**config.mk**
```make
export PLATFORM = sky130hd
export DESIGN_NAME = hilo_muldiv_flat
export DESIGN_NICKNAME = d
export VERILOG_FILES = /design/src/rtl/hilo_pkg.sv /design/src/rtl/hilo_muldiv_if.sv /design/src/rtl/hilo_div_step.sv /design/src/rtl/hilo_muldiv.sv /design/src/flat_wrapper.sv
export SDC_FILE = /design/constraint.sdc
export NUM_CORES = 1
export LEC_CHECK = 0
export ABC_AREA = 1
export BUFFER_PORTS_ARGS = -buffer_cell sky130_fd_sc_hd__buf_4
export CORE_MARGIN = 1
export CORE_UTILIZATION = 32
export CTS_BUF_LIST = sky130_fd_sc_hd__clkbuf_8
export CTS_CLUSTER_SIZE = 8
export DETAILED_ROUTE_END_ITERATION = 8
export SLEW_MARGIN = 10
export SYNTH_ARGS = -nofsm -noshare
export SYNTH_HDL_FRONTEND = slang
export SYNTH_SLANG_ARGS = --single-unit
```
**constraint.sdc**
```tcl
create_clock -name clk -period 6.17 [get_ports clk]
set_input_delay 0.617 -clock clk [delete_from_list [all_inputs] [get_ports clk]]
set_output_delay 0.617 -clock clk [all_outputs]
set_load 0.02 [all_outputs]
```
**src/rtl/hilo_pkg.sv**
```systemverilog
// Shared constants for the HI/LO multiply/divide unit: funct codes, FSM encoding
// and iteration count.
package hilo_pkg;

  localparam int unsigned DATA_W = 32;
  localparam int unsigned ACC_W  = 2 * DATA_W;
  localparam int unsigned FUN_W  = 6;
  localparam int unsigned ITERS  = 32;
  localparam int unsigned CNT_W  = $clog2(ITERS);

  localparam logic [FUN_W-1:0] FUN_MTHI  = 6'h11;
  localparam logic [FUN_W-1:0] FUN_MTLO  = 6'h13;
  localparam logic [FUN_W-1:0] FUN_MULT  = 6'h18;
  localparam logic [FUN_W-1:0] FUN_MULTU = 6'h19;
  localparam logic [FUN_W-1:0] FUN_DIV   = 6'h1A;
  localparam logic [FUN_W-1:0] FUN_DIVU  = 6'h1B;

  typedef enum logic [1:0] {
    ST_IDLE = 2'd0,
    ST_MUL  = 2'd1,
    ST_DIV  = 2'd2,
    ST_FIX  = 2'd3
  } state_e;

endpackage

```
**src/rtl/hilo_muldiv_if.sv**
```systemverilog
// EX-stage HI/LO access bundle between the pipeline front-end (master) and the
// multiply/divide unit (slave).
interface hilo_muldiv_if;
  import hilo_pkg::*;

  logic              iHiLoWrite;
  logic [FUN_W-1:0]  iFun;
  logic [DATA_W-1:0] iRegOut1;
  logic [DATA_W-1:0] iRegOut2;
  logic              iRead;
  logic              iHL;
  logic [DATA_W-1:0] oResult;
  logic [DATA_W-1:0] oHi;
  logic [DATA_W-1:0] oLo;
  logic              oBusy;
  logic              oStall;

  modport master (
    output iHiLoWrite, iFun, iRegOut1, iRegOut2, iRead, iHL,
    input  oResult, oHi, oLo, oBusy, oStall
  );

  modport slave (
    input  iHiLoWrite, iFun, iRegOut1, iRegOut2, iRead, iHL,
    output oResult, oHi, oLo, oBusy, oStall
  );

endinterface

```
**src/rtl/hilo_div_step.sv**
```systemverilog
// One restoring-divide iteration on unsigned magnitudes. The partial remainder
// is always below the divisor, so its top bit stands in for the shifted-out bit.
module hilo_div_step
  import hilo_pkg::*;
(
  input  logic [DATA_W-1:0] rem,
  input  logic [DATA_W-1:0] quo,
  input  logic [DATA_W-1:0] divisor,
  output logic [DATA_W-1:0] rem_nxt,
  output logic [DATA_W-1:0] quo_nxt
);

  logic [DATA_W-1:0] shl;
  logic              ge;

  // A set rem MSB means the 33-bit shifted value already exceeds any divisor.
  assign shl     = {rem[DATA_W-2:0], quo[DATA_W-1]};
  assign ge      = rem[DATA_W-1] | (shl >= divisor);
  assign rem_nxt = ge ? (shl - divisor) : shl;
  assign quo_nxt = {quo[DATA_W-2:0], ge};

endmodule

```
**src/rtl/hilo_muldiv.sv**
```systemverilog
// Iterative HI/LO multiply/divide unit with MTHI/MTLO and MFHI/MFLO read port.
// Divider compiled in only when HILO_DIV_EN is defined.
module hilo_muldiv
  import hilo_pkg::*;
(
  input  logic         clk,
  input  logic         rst,
  hilo_muldiv_if.slave hilo
);

  state_e            state_q, state_d;
  logic [ACC_W-1:0]  acc_q, acc_d;
  logic [DATA_W-1:0] opb_q, opb_d;
  logic [DATA_W-1:0] hi_q, hi_d;
  logic [DATA_W-1:0] lo_q, lo_d;
  logic [CNT_W-1:0]  cnt_q, cnt_d;
  logic              sign_q, sign_d;

  logic              op_signed, a_neg, b_neg;
  logic [DATA_W-1:0] mag_a, mag_b;
  logic [DATA_W:0]   mul_sum;
  logic [ACC_W-1:0]  prod;

`ifdef HILO_DIV_EN
  logic              rsign_q, rsign_d;
  logic              div_q, div_d;
  logic              dz_q, dz_d;
  logic [DATA_W-1:0] rs_q, rs_d;
  logic [DATA_W-1:0] rem_nxt, quo_nxt;

  hilo_div_step u_div_step (
    .rem     (acc_q[ACC_W-1:DATA_W]),
    .quo     (acc_q[DATA_W-1:0]),
    .divisor (opb_q),
    .rem_nxt (rem_nxt),
    .quo_nxt (quo_nxt)
  );
`endif

  // Operand magnitudes and sign flags for the op presented this cycle
  assign op_signed = (hilo.iFun == FUN_MULT) || (hilo.iFun == FUN_DIV);
  assign a_neg     = op_signed & hilo.iRegOut1[DATA_W-1];
  assign b_neg     = op_signed & hilo.iRegOut2[DATA_W-1];
  assign mag_a     = a_neg ? (~hilo.iRegOut1 + DATA_W'(1)) : hilo.iRegOut1;
  assign mag_b     = b_neg ? (~hilo.iRegOut2 + DATA_W'(1)) : hilo.iRegOut2;

  // Shift-add: acc holds {partial product, remaining multiplier bits}
  assign mul_sum = {1'b0, acc_q[ACC_W-1:DATA_W]} + (acc_q[0] ? {1'b0, opb_q} : '0);
  assign prod    = sign_q ? (~acc_q + ACC_W'(1)) : acc_q;

  always_comb begin
    state_d = state_q;
    acc_d   = acc_q;
    opb_d   = opb_q;
    cnt_d   = cnt_q;
    sign_d  = sign_q;
    hi_d    = hi_q;
    lo_d    = lo_q;
`ifdef HILO_DIV_EN
    rsign_d = rsign_q;
    div_d   = div_q;
    dz_d    = dz_q;
    rs_d    = rs_q;
`endif
    unique case (state_q)
      ST_IDLE: begin
        if (hilo.iHiLoWrite) begin
          case (hilo.iFun)
            FUN_MULT, FUN_MULTU: begin
              state_d = ST_MUL;
              acc_d   = {DATA_W'(0), mag_b};
              opb_d   = mag_a;
              cnt_d   = '0;
              sign_d  = a_neg ^ b_neg;
`ifdef HILO_DIV_EN
              div_d   = 1'b0;
`endif
            end
`ifdef HILO_DIV_EN
            FUN_DIV, FUN_DIVU: begin
              state_d = ST_DIV;
              acc_d   = {DATA_W'(0), mag_a};
              opb_d   = mag_b;
              cnt_d   = '0;
              sign_d  = a_neg ^ b_neg;
              rsign_d = a_neg;
              div_d   = 1'b1;
              dz_d    = (hilo.iRegOut2 == '0);
              rs_d    = hilo.iRegOut1;
            end
`endif
            FUN_MTHI: hi_d = hilo.iRegOut1;
            FUN_MTLO: lo_d = hilo.iRegOut1;
            default: ;
          endcase
        end
      end
      ST_MUL: begin
        acc_d = {mul_sum, acc_q[DATA_W-1:1]};
        cnt_d = cnt_q + CNT_W'(1);
        if (cnt_q == CNT_W'(ITERS - 1)) state_d = ST_FIX;
      end
`ifdef HILO_DIV_EN
      ST_DIV: begin
        acc_d = {rem_nxt, quo_nxt};
        cnt_d = cnt_q + CNT_W'(1);
        if (cnt_q == CNT_W'(ITERS - 1)) state_d = ST_FIX;
      end
`endif
      ST_FIX: begin
        state_d = ST_IDLE;
        hi_d    = prod[ACC_W-1:DATA_W];
        lo_d    = prod[DATA_W-1:0];
`ifdef HILO_DIV_EN
        // Divide-by-zero overrides the iterated result with fixed values
        if (div_q) begin
          if (dz_q) begin
            hi_d = rs_q;
            lo_d = '1;
          end else begin
            hi_d = rsign_q ? (~acc_q[ACC_W-1:DATA_W] + DATA_W'(1)) : acc_q[ACC_W-1:DATA_W];
            lo_d = sign_q  ? (~acc_q[DATA_W-1:0] + DATA_W'(1))     : acc_q[DATA_W-1:0];
          end
        end
`endif
      end
      default: state_d = ST_IDLE;
    endcase
  end

  always_ff @(posedge clk or posedge rst) begin
    if (rst) begin
      state_q <= ST_IDLE;
      acc_q   <= '0;
      opb_q   <= '0;
      cnt_q   <= '0;
      sign_q  <= 1'b0;
      hi_q    <= '0;
      lo_q    <= '0;
`ifdef HILO_DIV_EN
      rsign_q <= 1'b0;
      div_q   <= 1'b0;
      dz_q    <= 1'b0;
      rs_q    <= '0;
`endif
    end else begin
      state_q <= state_d;
      acc_q   <= acc_d;
      opb_q   <= opb_d;
      cnt_q   <= cnt_d;
      sign_q  <= sign_d;
      hi_q    <= hi_d;
      lo_q    <= lo_d;
`ifdef HILO_DIV_EN
      rsign_q <= rsign_d;
      div_q   <= div_d;
      dz_q    <= dz_d;
      rs_q    <= rs_d;
`endif
    end
  end

  assign hilo.oHi     = hi_q;
  assign hilo.oLo     = lo_q;
  assign hilo.oBusy   = (state_q != ST_IDLE);
  assign hilo.oResult = hilo.iHL ? hi_q : lo_q;
  assign hilo.oStall  = hilo.oBusy & (hilo.iHiLoWrite | hilo.iRead);

endmodule

```
**src/flat_wrapper.sv**
```systemverilog
// flat-port wrapper written by rule: the top's interface ports become plain ports
module hilo_muldiv_flat import hilo_pkg::*;
  (clk, rst, hilo_iHiLoWrite, hilo_iFun, hilo_iRegOut1, hilo_iRegOut2, hilo_iRead, hilo_iHL, hilo_oResult, hilo_oHi, hilo_oLo, hilo_oBusy, hilo_oStall);
  hilo_muldiv_if hilo_i ();
  input  logic clk;
  input  logic rst;
  input wire logic [$bits(hilo_i.iHiLoWrite)-1:0] hilo_iHiLoWrite;
  input wire logic [$bits(hilo_i.iFun)-1:0] hilo_iFun;
  input wire logic [$bits(hilo_i.iRegOut1)-1:0] hilo_iRegOut1;
  input wire logic [$bits(hilo_i.iRegOut2)-1:0] hilo_iRegOut2;
  input wire logic [$bits(hilo_i.iRead)-1:0] hilo_iRead;
  input wire logic [$bits(hilo_i.iHL)-1:0] hilo_iHL;
  output wire logic [$bits(hilo_i.oResult)-1:0] hilo_oResult;
  output wire logic [$bits(hilo_i.oHi)-1:0] hilo_oHi;
  output wire logic [$bits(hilo_i.oLo)-1:0] hilo_oLo;
  output wire logic [$bits(hilo_i.oBusy)-1:0] hilo_oBusy;
  output wire logic [$bits(hilo_i.oStall)-1:0] hilo_oStall;
  assign hilo_i.iHiLoWrite = hilo_iHiLoWrite;
  assign hilo_i.iFun = hilo_iFun;
  assign hilo_i.iRegOut1 = hilo_iRegOut1;
  assign hilo_i.iRegOut2 = hilo_iRegOut2;
  assign hilo_i.iRead = hilo_iRead;
  assign hilo_i.iHL = hilo_iHL;
  assign hilo_oResult = hilo_i.oResult;
  assign hilo_oHi = hilo_i.oHi;
  assign hilo_oLo = hilo_i.oLo;
  assign hilo_oBusy = hilo_i.oBusy;
  assign hilo_oStall = hilo_i.oStall;
  hilo_muldiv u_core (.clk(clk), .rst(rst), .hilo(hilo_i));
endmodule
```
[Yosys cells after proc, flatten, opt, wreduce, memory -nomap -nowiden]
Cells that the tools add are included.
Operators by class
  $add $sub $neg: 5
  equal/unequal tests: 13
  muxes and demuxes: 21
  bitwise logic cells: 8
  reductions and logical operators: 11
Operators with widths (count)
  $mux 32: 8
  $mux 64: 3
  $pmux 32 s2: 2
  $pmux 64 s2: 1
  $add 32x1->32 const B: 2
  $add 64x1->64 const B: 1
  $not 32->32: 2
  $not 64->64: 1
  $add 32x33->33: 1
  $eq 6x5->1 const B: 5
  $reduce_and 3->1: 5
  $mux 5: 2
  $pmux 5 s2: 1
  $ne 2x2->1 const B: 4
  $mux 2: 3
  $reduce_bool 2->1: 3
  $add 5x1->5 const B: 1
  $eq 5x5->1 const B: 1
  $pmux 2 s2: 1
  $and 1x1->1: 3
  $eq 2x1->1 const B: 1
  $eq 2x2->1 const B: 1
  $logic_not 2->1: 1
  $ne 2x1->1 const B: 1
  4 further kinds: 4
Word-level totals
  bits in registers: 168
  bits of input ports: 75
  output and inout port bits: 98
  word-level logic and storage cells: 65

[Longest topological paths before layout]
  word-level depth: 7
  mapped depth: 19
  gate-level depth less buffers: 17

[Worst setup path before layout]
Ideal clock, no wire load.
  path kind: flip-flop to flip-flop
  start point: register u_core.acc_q[0]
  end point: register u_core.acc_q[61]
  setup time: 0.118 ns
  arrival time: 2.193 ns
  data required time: 6.052 ns
  path slack: 3.859 ns
  stages on the path, launching flop included: 20
  path buffers: 2
  clock period less this slack: 2.311 ns
  cell sequence: dfrtp_1 -> buf_6 -> clkbuf_1 -> nand2_1 -> inv_1 -> ha_1 -> inv_1 -> fa_1 -> inv_1 -> nand3_1 -> nand3_1 -> nand2_1 -> nand2_1 -> nand2_1 -> nand2_1 -> nand2_1 -> nand2_1 -> nand2_1 -> nand3_1 -> nand2_1
On the way
  cells in the longest elaborated chain, start to end: 3
RTL lines
  start: declaration: line hilo_muldiv.sv:12  | logic [ACC_W-1:0] acc_q, acc_d;
  start signal: assignment: line hilo_muldiv.sv:134  | acc_q <= '0;
  start signal: assignment: line hilo_muldiv.sv:148  | acc_q <= acc_d;
  $mux 32: line hilo_muldiv.sv:48  | assign mul_sum = {1'b0, acc_q[ACC_W-1:DATA_W]} + (acc_q[0] ? {1'b0, opb_q} : '0);
  $add 32x33->33: line hilo_muldiv.sv:48
  $pmux 64 s2: line hilo_muldiv.sv:65  | unique case (state_q)
No other way between the ends.
A chain may end at the register's enable or synchronous reset.

[Worst setup path in the final report]
  start point: register u_core.state_q[1]
  end point: register u_core.acc_q[12]
On the way
  cells in the longest elaborated chain, start to end: 3
  elaborated cells on any way between the ends: 7
  classes of those cells: 3 x eq/ne; 1 x mux; 3 x reduce/logical
RTL lines
  start: declaration: line hilo_muldiv.sv:11  | state_e state_q, state_d;
  start signal: assignment: line hilo_muldiv.sv:147  | state_q <= state_d;
  $eq 2x1->1 / $logic_not 2->1 (equally long branches): line hilo_muldiv.sv:65
  $reduce_bool 2->1 (no source line) / $ne 2x2->1 (equally long branches)
  $reduce_and 3->1 (no source line)
Several ways; a longest one is shown, not always the timed one.

==> summary.json <==
{
  "status": {
    "run_status": "complete, no violations"
  },
  "setup_path": {
    "cp-end-kind": "flip-flop",
    "r2r.worst_path.cells": 6,
    "path_buf_inv": 2,
    "critical_path_class": "flip-flop to flip-flop",
    "slowest_stage": "sky130_fd_sc_hd__nor2_4",
    "cp_slowest_stage_delay_ns": 0.72,
    "timing.reg2reg.setup_slack_ns": 3.18,
    "worst_path_maximum_fanout": 46,
    "worstPathArrival_ns": 3.37,
    "cp.required_ns": 6.56,
    "timing.rr.end": "u_core.acc_q[12]$_DFFE_PP0P_",
    "cp-start-kind": "flip-flop",
    "critical-path-top-delay-family": "buffers and inverters",
    "timing.critical_path.cells": "nor2_4 > inv_2 > nand2_1 > buf_4 > o22ai_1 > o21bai_1",
    "r2r_start": "u_core.state_q[1]$_DFFE_PP0P_"
  },
  "die": {
    "fp.dieArea_um2": 44400,
    "core_um2": 43100,
    "floorplan.initialDensity_pct": 32.4,
    "placementRows": 76,
    "die_height_um": 211,
    "floorplan.die.width_um": 211,
    "io-pin-count": 173
  },
  "detailed_routing": {
    "detail_route.wl_per_cell_um": 19.7,
    "routed_wirelength_mm": 58.7,
    "drtIter0Drc": 1618,
    "drt-pass1-iter-count": 6,
    "via_count": 15500,
    "drt-vias-per-instance": 5.20,
    "route.detailed.drc": 0,
    "postRouteAntennaNets": 0
  },
  "finish": {
    "storage_cell_area_um2": 4210,
    "post_route_cells_drive_above_1_share_pct": 12.2,
    "design.final.nets": 2496,
    "multiInputGateArea_um2": 8290,
    "num-fill-cells": 4757,
    "areaGrowthSynthToFinish_pct": 15.5
  },
  "yosys": {
    "largest_cells_by_area_after_synthesis": "sky130_fd_sc_hd__dfrtp_1 (30%), sky130_fd_sc_hd__nand2_1 (18%), sky130_fd_sc_hd__nor2_1 (9.2%)",
    "yosysTopAreaCellShare_pct": 30.1,
    "post_synth_instance_area_um2": 14000,
    "synth.cells.most_frequent": "sky130_fd_sc_hd__nand2_1 (660), sky130_fd_sc_hd__nor2_1 (342), sky130_fd_sc_hd__inv_1 (287)",
    "postSynth.topFlopCell": "sky130_fd_sc_hd__dfrtp_1",
    "synth-edff-count": 0,
    "netlist-cell-type-count": 47,
    "seq_area_frac_synth_pct": 30.1,
    "synth.ff_latch_count": 168,
    "async_flop_share_pct": 100,
    "post_synth_inst_count": 2253,
    "synth-warning-count": 0,
    "mappedNetlistNets": 2366,
    "postSynthAreaPerCell_um2": 6.19,
    "most_common_cell_in_the_synthesized_netlist": "sky130_fd_sc_hd__nand2_1",
    "yosysTopAreaCell": "sky130_fd_sc_hd__dfrtp_1"
  },
  "timing": {
    "setup_viol": 0,
    "finalCriticalPeriod_ns": 2.99,
    "final.setup.worst_slack_ns": 3.18,
    "period_share_pct": 48.4,
    "slew_headroom_pct": 38.4,
    "max_freq_mhz": 335,
    "report.final.slew_viol_count": 0,
    "skew_ns": 0.0156,
    "timing_worst_slew_pin_value_ns": 0.922,
    "report.final.hold_viol_count": 0,
    "timing.hold.ws_ns": 0.152,
    "grt_setup_unrepaired": "false",
    "finalSetupTns_ns": 0
  },
  "clock_network": {
    "cts_tree": "done",
    "clock_tree.buffer_depth": 2,
    "cells_resized_by_post_cts_repair": 0,
    "clk_transition_reported_paths_ns": 0.11,
    "numClockSinks": 168,
    "cts_hold_buf": 0,
    "clockRootBuffer": "sky130_fd_sc_hd__clkbuf_8",
    "numCtsBuffers": 17,
    "cts-htree-levels": 4,
    "post-cts-setup-buffers": 0,
    "clk-insertion-delay-late_ns": 0.52
  },
  "global_route": {
    "first_global_vias": 14500,
    "antenna_found_initial": 3,
    "grt_first_pass_wirelength_mm": 89.1,
    "overall_fraction_of_global_route_tracks_in_use_pct": 26.8,
    "grt_max_degree": 73,
    "grt_overflow_total": 0
  },
  "power": {
    "switching_fraction_of_total_power_pct": 51.9,
    "combPwrFrac_pct": 52.6,
    "p_sw_mw": 3.08,
    "clock_power_share_pct": 14.2,
    "total_internal_power_mw": 2.85,
    "power_leakage_nw": 8.09,
    "p_per_area_nw_per_um2": 367,
    "power.share.sequential_pct": 33.2,
    "power.ir.vdd_worst_v": 0.000155
  },
  "run": {
    "timing.max_cap.violations": 0
  },
  "placement": {
    "finalWeightedCongestion": 0.988,
    "place_worst_setup_slack_ns": 3.20,
    "dpl.hpwl_mm": 47.3,
    "io_buffers": 172
  },
  "min_path": {
    "worst_hold_class": "primary input to async pin"
  }
}
## state kept, by name, indices dropped and copies added, names as in the netlist
signal	count
u_core.state_q	2
u_core.acc_q	64
u_core.sign_q	1
u_core.cnt_q	5
u_core.hilo.oHi	32
u_core.hilo.oLo	32
u_core.opb_q	32
## kinds of logic (layout without fill, tap and decap cells)
group / Yosys count / count (layout) / synth area share (%)
adders and majority gates: 38 / 38 / 3.46
xor gates and xnor gates: 33 / 33 / 2.07
buffers and inverters: 369 / 512 / 10.4
muxes: 2 / 2 / 0.161
other: 0 / 1 / 0
AOI/OAI and AO/OA: 335 / 335 / 14.2
and+or+nand+nor: 1308 / 1308 / 39.5
DFF: 168 / 168 / 30.1
## layout make-up
type	count	area share, %
timing repair buffer	182	8.48
sequential	168	26.1
tap	585	4.54
inverter	298	6.97
clock buffer	17	1.45
clock inverter	15	1.01
multi-input combinational	1716	51.4
antenna	1	0.0155
## stage by stage
step / cells / total power [mW] / area (um2) / utilization, %
after floorplan: 2253 / 3.78 / 14000 / -
after global routing: 2982 / 6.32 / 16100 / 37.4
after detailed placement: 2949 / 5.05 / 15700 / 36.5
final: 2982 / 5.92 / 16100 / 37.4
after global placement: 2949 / 5.03 / 15700 / 36.5
after CTS: 2981 / 5.89 / 16100 / 37.4
## cell usage in the layout, fill, tap and decap left out, types with 4 or more instances in the layout
master / instances
sky130_fd_sc_hd__a21oi_1: 83
sky130_fd_sc_hd__a21oi_2: 9
sky130_fd_sc_hd__a22oi_1: 28
sky130_fd_sc_hd__a31oi_1: 4
sky130_fd_sc_hd__buf_4: 182
sky130_fd_sc_hd__clkbuf_8: 17
sky130_fd_sc_hd__dfrtp_1: 167
sky130_fd_sc_hd__ha_1: 37
sky130_fd_sc_hd__inv_1: 287
sky130_fd_sc_hd__inv_2: 11
sky130_fd_sc_hd__inv_6: 4
sky130_fd_sc_hd__inv_8: 4
sky130_fd_sc_hd__nand2_1: 659
sky130_fd_sc_hd__nand2_2: 13
sky130_fd_sc_hd__nand2_4: 4
sky130_fd_sc_hd__nand3_1: 207
sky130_fd_sc_hd__nand3_2: 5
sky130_fd_sc_hd__nand3b_1: 11
sky130_fd_sc_hd__nand4_1: 19
sky130_fd_sc_hd__nor2_1: 342
sky130_fd_sc_hd__nor2_2: 16
sky130_fd_sc_hd__nor2_4: 8
sky130_fd_sc_hd__nor3_1: 14
sky130_fd_sc_hd__o211ai_1: 6
sky130_fd_sc_hd__o21ai_0: 130
sky130_fd_sc_hd__o21ai_1: 13
sky130_fd_sc_hd__o21ai_4: 4
sky130_fd_sc_hd__o21bai_1: 17
sky130_fd_sc_hd__o221ai_1: 12
sky130_fd_sc_hd__o22ai_1: 21
sky130_fd_sc_hd__xor2_1: 31
## routing by layer
metal | GRT usage, % | routed length (um)
met1 | 39.3 | 27600
met2 | 39.8 | 24900
met3 | 3.45 | 4170
met4 | 9.70 | 1910
met5 | 0 | 22
## how the worst max path moves through the flow
| stage | to | depth (start not counted) | from |
|---|---|---|---|
| 3_3_place_gp | u_core.acc_q[12]$_DFFE_PP0P_ | 6 | u_core.state_q[1]$_DFFE_PP0P_ |
| 4_1_cts | u_core.acc_q[12]$_DFFE_PP0P_ | 6 | u_core.state_q[1]$_DFFE_PP0P_ |
| 2_1_floorplan | u_core.acc_q[0]$_DFFE_PP0P_ | 1 | rst |
| 6_report | u_core.acc_q[12]$_DFFE_PP0P_ | 6 | u_core.state_q[1]$_DFFE_PP0P_ |
| 5_1_grt | u_core.acc_q[12]$_DFFE_PP0P_ | 6 | u_core.state_q[1]$_DFFE_PP0P_ |
| 3_5_place_dp | u_core.acc_q[31]$_DFFE_PP0P_ | 6 | u_core.state_q[1]$_DFFE_PP0P_ |
## power groups by stage
stage	logic [mW]	clock network, mW	registers (mW)
global placement	3.06	0	1.97
CTS	3.08	0.855	1.95
detailed placement	3.08	0	1.97
finish	3.12	0.842	1.96
global route	3.43	0.894	2.00
floorplan	1.81	0	1.97
Note: power is estimated with default switching activity, not from simulation.
